## src/rtl/logic_shift_unit.sv

```systemverilog
// rtl/logic_shift_unit.sv - multi-cycle bitwise logic and one-bit-per-cycle shift/rotate unit
//
// Ports:
//   clock  in   single clock, rising edge
//   clear  in   synchronous active-high reset
//   start  in   request, sampled only in IDLE
//   op     in   3-bit operation select (AND/OR/XOR/NOT/SHL/SHR/SHRA/ROL)
//   a      in   operand A / shift source
//   b      in   operand B; low SHAMT_W bits are the shift amount
//   busy   out  high while shifting
//   done   out  one-cycle completion pulse
//   z      out  registered result, held until the next completion
module logic_shift_unit #(
  parameter int WIDTH = 32
) (
  input  logic             clock,
  input  logic             clear,
  input  logic             start,
  input  logic [2:0]       op,
  input  logic [WIDTH-1:0] a,
  input  logic [WIDTH-1:0] b,
  output logic             busy,
  output logic             done,
  output logic [WIDTH-1:0] z
);

  localparam int SHAMT_W = $clog2(WIDTH);

  typedef enum logic [1:0] {
    IDLE  = 2'd0,
    SHIFT = 2'd1,
    DONE  = 2'd2
  } state_t;

  state_t             state;
  logic [1:0]         kind;
  logic [WIDTH-1:0]   work;
  logic [SHAMT_W-1:0] cnt;

  logic [SHAMT_W-1:0] n;
  logic [WIDTH-1:0]   logic_res;
  logic [WIDTH-1:0]   shifted;
  logic               unused_b_hi;

  assign n           = b[SHAMT_W-1:0];
  assign unused_b_hi = ^b[WIDTH-1:SHAMT_W];

  assign busy = (state == SHIFT);
  assign done = (state == DONE);

  always_comb begin
    logic_res = '0;
    case (op[1:0])
      2'b00:   logic_res = a & b;
      2'b01:   logic_res = a | b;
      2'b10:   logic_res = a ^ b;
      default: logic_res = ~a;
    endcase
  end

  // SHRA fills from work's own MSB: that bit never changes during an
  // arithmetic right shift, so it always equals the latched a[WIDTH-1].
  always_comb begin
    shifted = work;
    case (kind)
      2'b00:   shifted = {work[WIDTH-2:0], 1'b0};
      2'b01:   shifted = {1'b0, work[WIDTH-1:1]};
      2'b10:   shifted = {work[WIDTH-1], work[WIDTH-1:1]};
      default: shifted = {work[WIDTH-2:0], work[WIDTH-1]};
    endcase
  end

  always_ff @(posedge clock) begin
    if (clear) begin
      state <= IDLE;
      kind  <= 2'b00;
      work  <= '0;
      cnt   <= '0;
      z     <= '0;
    end else begin
      case (state)
        IDLE: begin
          if (start) begin
            if (!op[2]) begin
              z     <= logic_res;
              state <= DONE;
            end else if (n == '0) begin
              z     <= a;
              state <= DONE;
            end else begin
              kind  <= op[1:0];
              work  <= a;
              cnt   <= n;
              state <= SHIFT;
            end
          end
        end
        SHIFT: begin
          work <= shifted;
          cnt  <= cnt - SHAMT_W'(1);
          if (cnt == SHAMT_W'(1)) begin
            z     <= shifted;
            state <= DONE;
          end
        end
        DONE: begin
          state <= IDLE;
        end
        default: begin
          state <= IDLE;
        end
      endcase
    end
  end

endmodule

```

## config.mk

```make
export PLATFORM = sky130hd
export DESIGN_NAME = logic_shift_unit
export DESIGN_NICKNAME = d
export VERILOG_FILES = /design/src/rtl/logic_shift_unit.sv
export SDC_FILE = /design/constraint.sdc
export NUM_CORES = 1
export LEC_CHECK = 0
export ABC_AREA = 1
export CAP_MARGIN = 25
export CORE_UTILIZATION = 61
export CTS_CLUSTER_SIZE = 14
export DETAILED_ROUTE_END_ITERATION = 10
export DONT_BUFFER_PORTS = 1
export PLACE_DENSITY = 0.77
export SYNTH_ARGS = -nofsm -noshare
export SYNTH_HDL_FRONTEND = slang
export SYNTH_SLANG_ARGS = --single-unit
```

## constraint.sdc

```tcl
create_clock -name clock -period 2.05 [get_ports clock]
set_input_delay 0.205 -clock clock [delete_from_list [all_inputs] [get_ports clock]]
set_output_delay 0.205 -clock clock [all_outputs]
set_load 0.01 [all_outputs]
```

==> results of run 1 <==
[cells in the mapped netlist]
cell / count
o21ai_0: 81
nand2_1: 345
inv_4: 1
nor3_1: 13
buf_1: 3
nand2_2: 2
nor2_4: 1
nor2_1: 191
o21ai_1: 1
buf_2: 31
nand4_1: 2
a21oi_1: 24
a21oi_2: 1
inv_1: 185
nand3_1: 102
buf_4: 6
nor2_2: 2
buf_6: 1
dfxtp_1: 73
clkbuf_1: 20
ha_1: 66
inv_2: 2
[critical path, delay by kind of cell, from the launching register on]
family	cells	cell delay [ps]
buffers and inverters	4	410
and+or+nand+nor	6	520
adders and majority gates	1	150
DFF	1	310
AOI/OAI and AO/OA	1	220
[worst paths after layout]
check	endpoint	start	cells after the start	slack (ps)
worst min-delay path	kind[0]	op[0]	2	60
worst max-delay path	z[9]	cnt[1]	12	320
worst min register to register	work[0]	work[0]	2	480
worst max register to register	z[9]	cnt[1]	12	320
[logic make-up after synthesis]
family / synth area share [%]
flip-flops: 22.59
buffers and inverters: 15.55
AND/OR/NAND/NOR: 40.75
AO/OA/AOI/OAI: 8.337
adder cells (fa/ha/maj): 12.77
[repair_timing]
| item | in CTS | in global routing |
|---|---|---|
| hold buffers | 1 | 0 |
| setup endpoints to repair | 0 | 0 |
| endpoints found under the hold margin | 17 | 0 |
[state kept, by name, indices dropped and copies added (netlist names)]
name,flops
kind,2
work,32
cnt,5
z,32
state,2
[cell usage in the layout, fill, tap and decap left out]
cell type	count
dfxtp_1	73
buf_12	3
nand3_1	102
o21ai_1	1
nor2_4	1
ha_1	66
inv_2	2
dlygate4sd3_1	1
nand2_1	344
inv_1	185
nand2_2	3
buf_4	18
bufinv_16	1
a21oi_1	24
o21ai_0	81
nor2_1	191
a21oi_2	1
clkbuf_8	14
nand4_1	2
inv_4	1
nor3_1	13
clkbuf_1	1
nor2_2	2
[layer usage]
layer	vias to the layer above	GRT usage [%]	wire (µm)
met2	167	53.78	7890
met5	-	0	0
met4	0	8.652	198
met3	17	6.488	1015
li1	3425	-	-
met1	2887	37.81	7349
[metrics by stage]
| stage | worst slack (ps) | hold WS (ps) | cell area [µm²] | total power, mW | utilization [%] |
|---|---|---|---|---|---|
| floorplan | 598.5 | 444.3 | 6469 | 2.914 | - |
| global placement | 372.0 | 280.1 | 6539 | 3.185 | 63.34 |
| detailed placement | 350.0 | 281.8 | 6539 | 3.213 | 63.34 |
| CTS | 315.1 | 36.26 | 6775 | 4.497 | 65.63 |
| global route | 174.7 | 65.83 | 6775 | 4.806 | 65.63 |
| finish | 318.3 | 61.83 | 6775 | 4.469 | 65.63 |
[layout make-up]
class / instances / area (µm²)
clock buffer: 15 / 196.4
clock inverter: 1 / 30.03
fill: 1032 / 3548
inverter: 188 / 708.2
multi-input combinational: 831 / 4004
sequential: 73 / 1461
tap: 136 / 170.2
timing repair buffer: 22 / 205.2
[power by group through the flow]
stage          registers (mW)  logic [mW]  clock network [mW]
3_5_place_dp             1.79        1.42                   0
2_1_floorplan            1.75        1.16                   0
4_1_cts                  1.76        1.44                1.30
6_report                 1.76        1.43                1.28
3_3_place_gp             1.79        1.39                   0
5_1_grt                  1.78        1.67                1.35
==> summary.md, run 1 <==
| Metric | Value |
|---|---|
| Slew @ Worst Pin | `between 700 and 800 ps` |
| GRT Total Usage | `between 30% and 40%` |
| Largest area contributor in the netlist | `dfxtp_1` |
| Max Slew Vio Count | `0` |
| Initial Util | `62.66%` |
| Net Sw Power | `about 1.6 mW` |
| Inserted Clock Buffers | `9` |
| WS Path Type | `reg2reg` |
| CTS Root Cell | `clkbuf_8` |
| Flop pwr share | `39.4%` |
| Clk_lat worst skew | `360 ps` |
| Top cell type's share of synthesized area | `between 20 and 25%` |
| Sink Count | `73` |
| RSZ-0062 raised after global routing | `false` |
| Post-DR wirelength/cell | `around 13 µm` |
| Share of layout cells above drive strength 1 | `4.071%` |
| Fin crit period | `around 1700 ps` |
| Number of global-route vias before repair | `5930` |
| Power Dens Cells | `approximately 660 mW/mm²` |
| CP required | `roughly 2300 ps` |
| Detailed placer's ending HPWL | `about 12000 µm` |
| CP peak stage delay | `310 ps` |
| Post-synth cell types | `22` |
| Largest net degree at the start of global routing | `64` |
| Synthesized area | `between 0.006 and 0.007 mm²` |
| Fin. Hold Viols | `0` |
| Sequential area share after synthesis | `a little under a quarter` |
| Worst path slowest cell | `dfxtp_1` |
| Clock skew | `~6.2 ps` |
| #FFs+latches synth | `73` |
| # setup viols final | `0` |
| Clk network pwr share | `between 20% and 30%` |
| I/O pin total | `104` |
| P_int | `between 2 and 3 mW` |
| Routed Antenna Nets | `0` |
| Worst vdd ir | `445.9 µV` |
| CTS clk-pin slew, worst paths | `80 ps` |
| Syn nets | `around 1300` |
| Vias per inst | `5.131` |
| Drt total wl | `16450 µm` |
| Comb pwr share | `roughly a third` |
| Maxcap violations | `0` |
| First-pass GRT wire length | `between 20000 and 30000 µm` |
| TNS Setup | `0 ps` |
| Core Area | `~0.010 mm²` |
| Htree depth | `3` |
| Initial antenna violation count | `0` |
| Worst Hold Class | `in2reg` |
| Row Count | `37` |
| Clock Tree Buf Depth | `2` |
| Switch share | `between 30% and 40%` |
| Post-Syn Area per Cell | `approximately 5.6 µm²` |
| TritonRoute pass-1 iters | `5` |
| 1st-iter DRT viols | `around 340` |
| Yosys warnings | `0` |
| Vias | `6496` |
| Critical path, cell by cell | `inv_1 -> ha_1 -> inv_1 -> nor2_1 -> nand2_1 -> a21oi_2 -> nand2_2 -> buf_4 -> nor2_1 -> nand2_1 -> nand2_1 -> inv_1` |
| PortBufs | `0` |
| DRC | `0` |
| CP max FO | `31` |
| Gpl congestion | `0.8668` |
| Element type at the critical path start | `flip-flop` |
| Cells after synthesis | `~1200` |
| Arrival time at the worst endpoint | `approximately 2000 ps` |
| Area contributors post-synth | `dfxtp_1 (23%), nand2_1 (20%), ha_1 (13%)` |
| Post-Layout Cell Count | `about 1300` |
| Die H | `approximately 100 µm` |
| Die W | `between 100 and 150 µm` |
| Grt total ovfl | `0` |
| Outcome | `finished, final reports clean` |
| Post-CTS Repair Setup Buffers | `0` |
| Max_slew headroom | `between 40% and 50%` |
| Post-CTS Resized | `0` |
| Area grow syn2layout | `4.739%` |
| Die ar. | `between 0.01 and 0.015 mm²` |
| Inserted Diodes | `0` |
| Layout net count | `roughly 1300` |
| Worst Setup End Kind | `flip-flop` |
| Clock tree from TritonCTS | `built` |
| Fmax | `0.5775 GHz` |
| Cells after DPL | `1249` |
| Final period utilization | `84.47%` |
| Lkg Pwr | `between 3 and 4 nW` |
Note: power is estimated with default switching activity, not from simulation.
==> inputs of run 2 (changes only) <==
- clock period: 2.05 -> 1.6 ns (I/O delays scaled with it)
==> summary.md, run 2 (same netlist as run 1, synthesis figures left out) <==
| Metric | Value |
|---|---|
| Die W | `around 100 µm` |
| Largest net degree at the start of global routing | `57` |
| Post-Layout Cell Count | `1282` |
| Outcome | `complete, but fails checks` |
| Max_slew headroom | `a little over a third` |
| Initial antenna violation count | `0` |
| Worst reg2reg startpoint | `cnt[1]` |
| CP max FO | `9` |
| Core Area | `0.01032 mm²` |
| Slew @ Worst Pin | `about 1000 ps` |
| Worst hold slack | `53.57 ps` |
| Vias | `approximately 6800` |
| Clock skew | `~13 ps` |
| DRC | `0` |
| Htree depth | `3` |
| TritonRoute pass-1 iters | `5` |
| Clock Tree Buf Depth | `2` |
| Initial Util | `62.66%` |
| Fin crit period | `1603 ps` |
| Arrival time at the worst endpoint | `~1900 ps` |
| FILL cells | `970` |
| Row Count | `37` |
| Inserted Clock Buffers | `9` |
| Clock tree from TritonCTS | `built` |
| Drt total wl | `17700 µm` |
| Gpl congestion | `around 0.86` |
| Routed Antenna Nets | `0` |
| Commonest non-fill, non-tap cell in the layout | `nand2_1` |
| Die ar. | `0.01102 mm²` |
| Worst setup margin | `-3.272 ps` |
| Final Cell Area | `between 0.007 and 0.008 mm²` |
| Cells on worst reg2reg path | `12` |
| # setup viols final | `1` |
| Hold Path Cell Cnt | `4` |
| Die H | `approximately 100 µm` |
| CTS Root Cell | `clkbuf_8` |
| Element type at the critical path start | `flip-flop` |
| Clk_lat worst skew | `between 300 and 400 ps` |
| CTS clk-pin slew, worst paths | `roughly 80 ps` |
| Lkg Pwr | `approximately 3.9 nW` |
| Grt total ovfl | `0` |
| Vias per inst | `between 5 and 6` |
| R2R setup slack | `-3 ps` |
| Detailed placer's ending HPWL | `between 10000 and 15000 µm` |
| I/O pin total | `104` |
| Number of global-route vias before repair | `around 6100` |
| Final period utilization | `100.2%` |
| Sink Count | `73` |
| Layout net count | `about 1300` |
| Final Util | `between 60% and 70%` |
| Power Dens Cells | `roughly 870 mW/mm²` |
| Hold Startpoint | `b[4]` |
| Worst Hold End | `cnt[4]` |
| First-pass GRT wire length | `28410 µm` |
| GRT Total Usage | `about a third` |
| Capturing point of the worst reg2reg path | `z[25]` |
| Biggest regs | `work: 32 flops, z: 32 flops, cnt: 5 flops` |
| Failing checks | `setup timing` |
| Inserted Diodes | `0` |
| Commonest non-fill, non-tap cells in the layout | `nand2_1 (342), inv_1 (183), nor2_1 (180), nand3_1 (100), o21ai_0 (81)` |
| RSZ-0062 raised after global routing | `true` |
| WS Path Type | `reg2reg` |
| Worst vdd ir | `569.5 µV` |
| Share of layout cells above drive strength 1 | `7.853%` |
| CP required | `1870 ps` |
| Area grow syn2layout | `10.74%` |
| Post-DR wirelength/cell | `roughly 14 µm` |
| Worst Setup End Kind | `flip-flop` |
| Cells after DPL | `about 1300` |
| PortBufs | `0` |
| Max Slew Vio Count | `0` |
| Fin. Hold Viols | `0` |
| Fmax | `about 0.62 GHz` |
| Worst Hold Class | `in2reg` |
| Placed Area | `0.006636 mm²` |
| Maxcap violations | `0` |
| 1st-iter DRT viols | `437` |
## run 2: worst max-delay path: stages (launching register included)
cell and delay, ps:
dfxtp_2 330, inv_2 70, ha_4 130, inv_2 30, nor2_2 80, nand2_2 80
a21oi_4 210, nand2_4 140, clkbuf_16 200, nor2_1 90, nand2_1 50, nand2_1 60
inv_1 40
## run 2: layout make-up
| class | instances | area [µm²] | area share [%] |
|---|---|---|---|
| multi-input combinational | 831 | 4116 | 57.47 |
| sequential | 73 | 1465 | 20.45 |
| inverter | 188 | 710.7 | 9.921 |
| timing repair buffer | 38 | 457.9 | 6.393 |
| tap | 136 | 170.2 | 2.376 |
| clock buffer | 10 | 137.6 | 1.921 |
| clock inverter | 6 | 105.1 | 1.467 |
## run 2: layer usage
metal	vias to the layer above	global-route usage (%)	wire, µm
met2	216	57.10	8639
li1	3465	-	-
met4	0	10.87	278
met3	30	4.554	1116
met5	-	0	0
met1	3041	39.22	7669
## run 2: what timing repair did
action	in CTS	in global routing
gates resized for setup	0	41
hold endpoints to repair	19	0
buffers inserted	0	2
setup endpoints to repair	0	49
hold buffers	3	0
## run 2: how the worst max path moves through the flow
| stage | slack, ps | endpoint | from | cells after the start |
|---|---|---|---|---|
| 3_5_place_dp | 90 | z[16] | cnt[1] | 10 |
| 6_report | -3 | z[25] | cnt[1] | 12 |
| 5_1_grt | -80 | z[25] | cnt[1] | 12 |
| 4_1_cts | 40 | busy | state[0] | 3 |
| 3_3_place_gp | 110 | z[21] | cnt[1] | 12 |
| 2_1_floorplan | 150 | z[10] | cnt[1] | 12 |
## run 2: where the power goes
group	internal (mW)	switching, mW	leakage [nW]
logic	0.820	1.29	3.16
clock network	1.07	0.752	0.126
registers	2.06	0.209	0.604
total	3.95	2.26	3.89
## run 2: through the flow
step / setup TNS, ps / setup WS, ps / power, mW
after floorplan: 0 / 148.5 / 3.734
after global placement: 0 / 113.0 / 4.143
after detailed placement: 0 / 87.11 / 4.178
after CTS: 0 / 38.84 / 5.998
after global routing: -1565 / -79.57 / 6.619
final: -3.272 / -3.272 / 6.203
==> inputs of run 3 (changes only) <==
- CTS_CLUSTER_DIAMETER: unset -> 150
- GPL_ROUTABILITY_DRIVEN: unset -> 1
==> results of run 3 <==
Same layout as run 2: the final DEF is identical, and so are final timing and power.
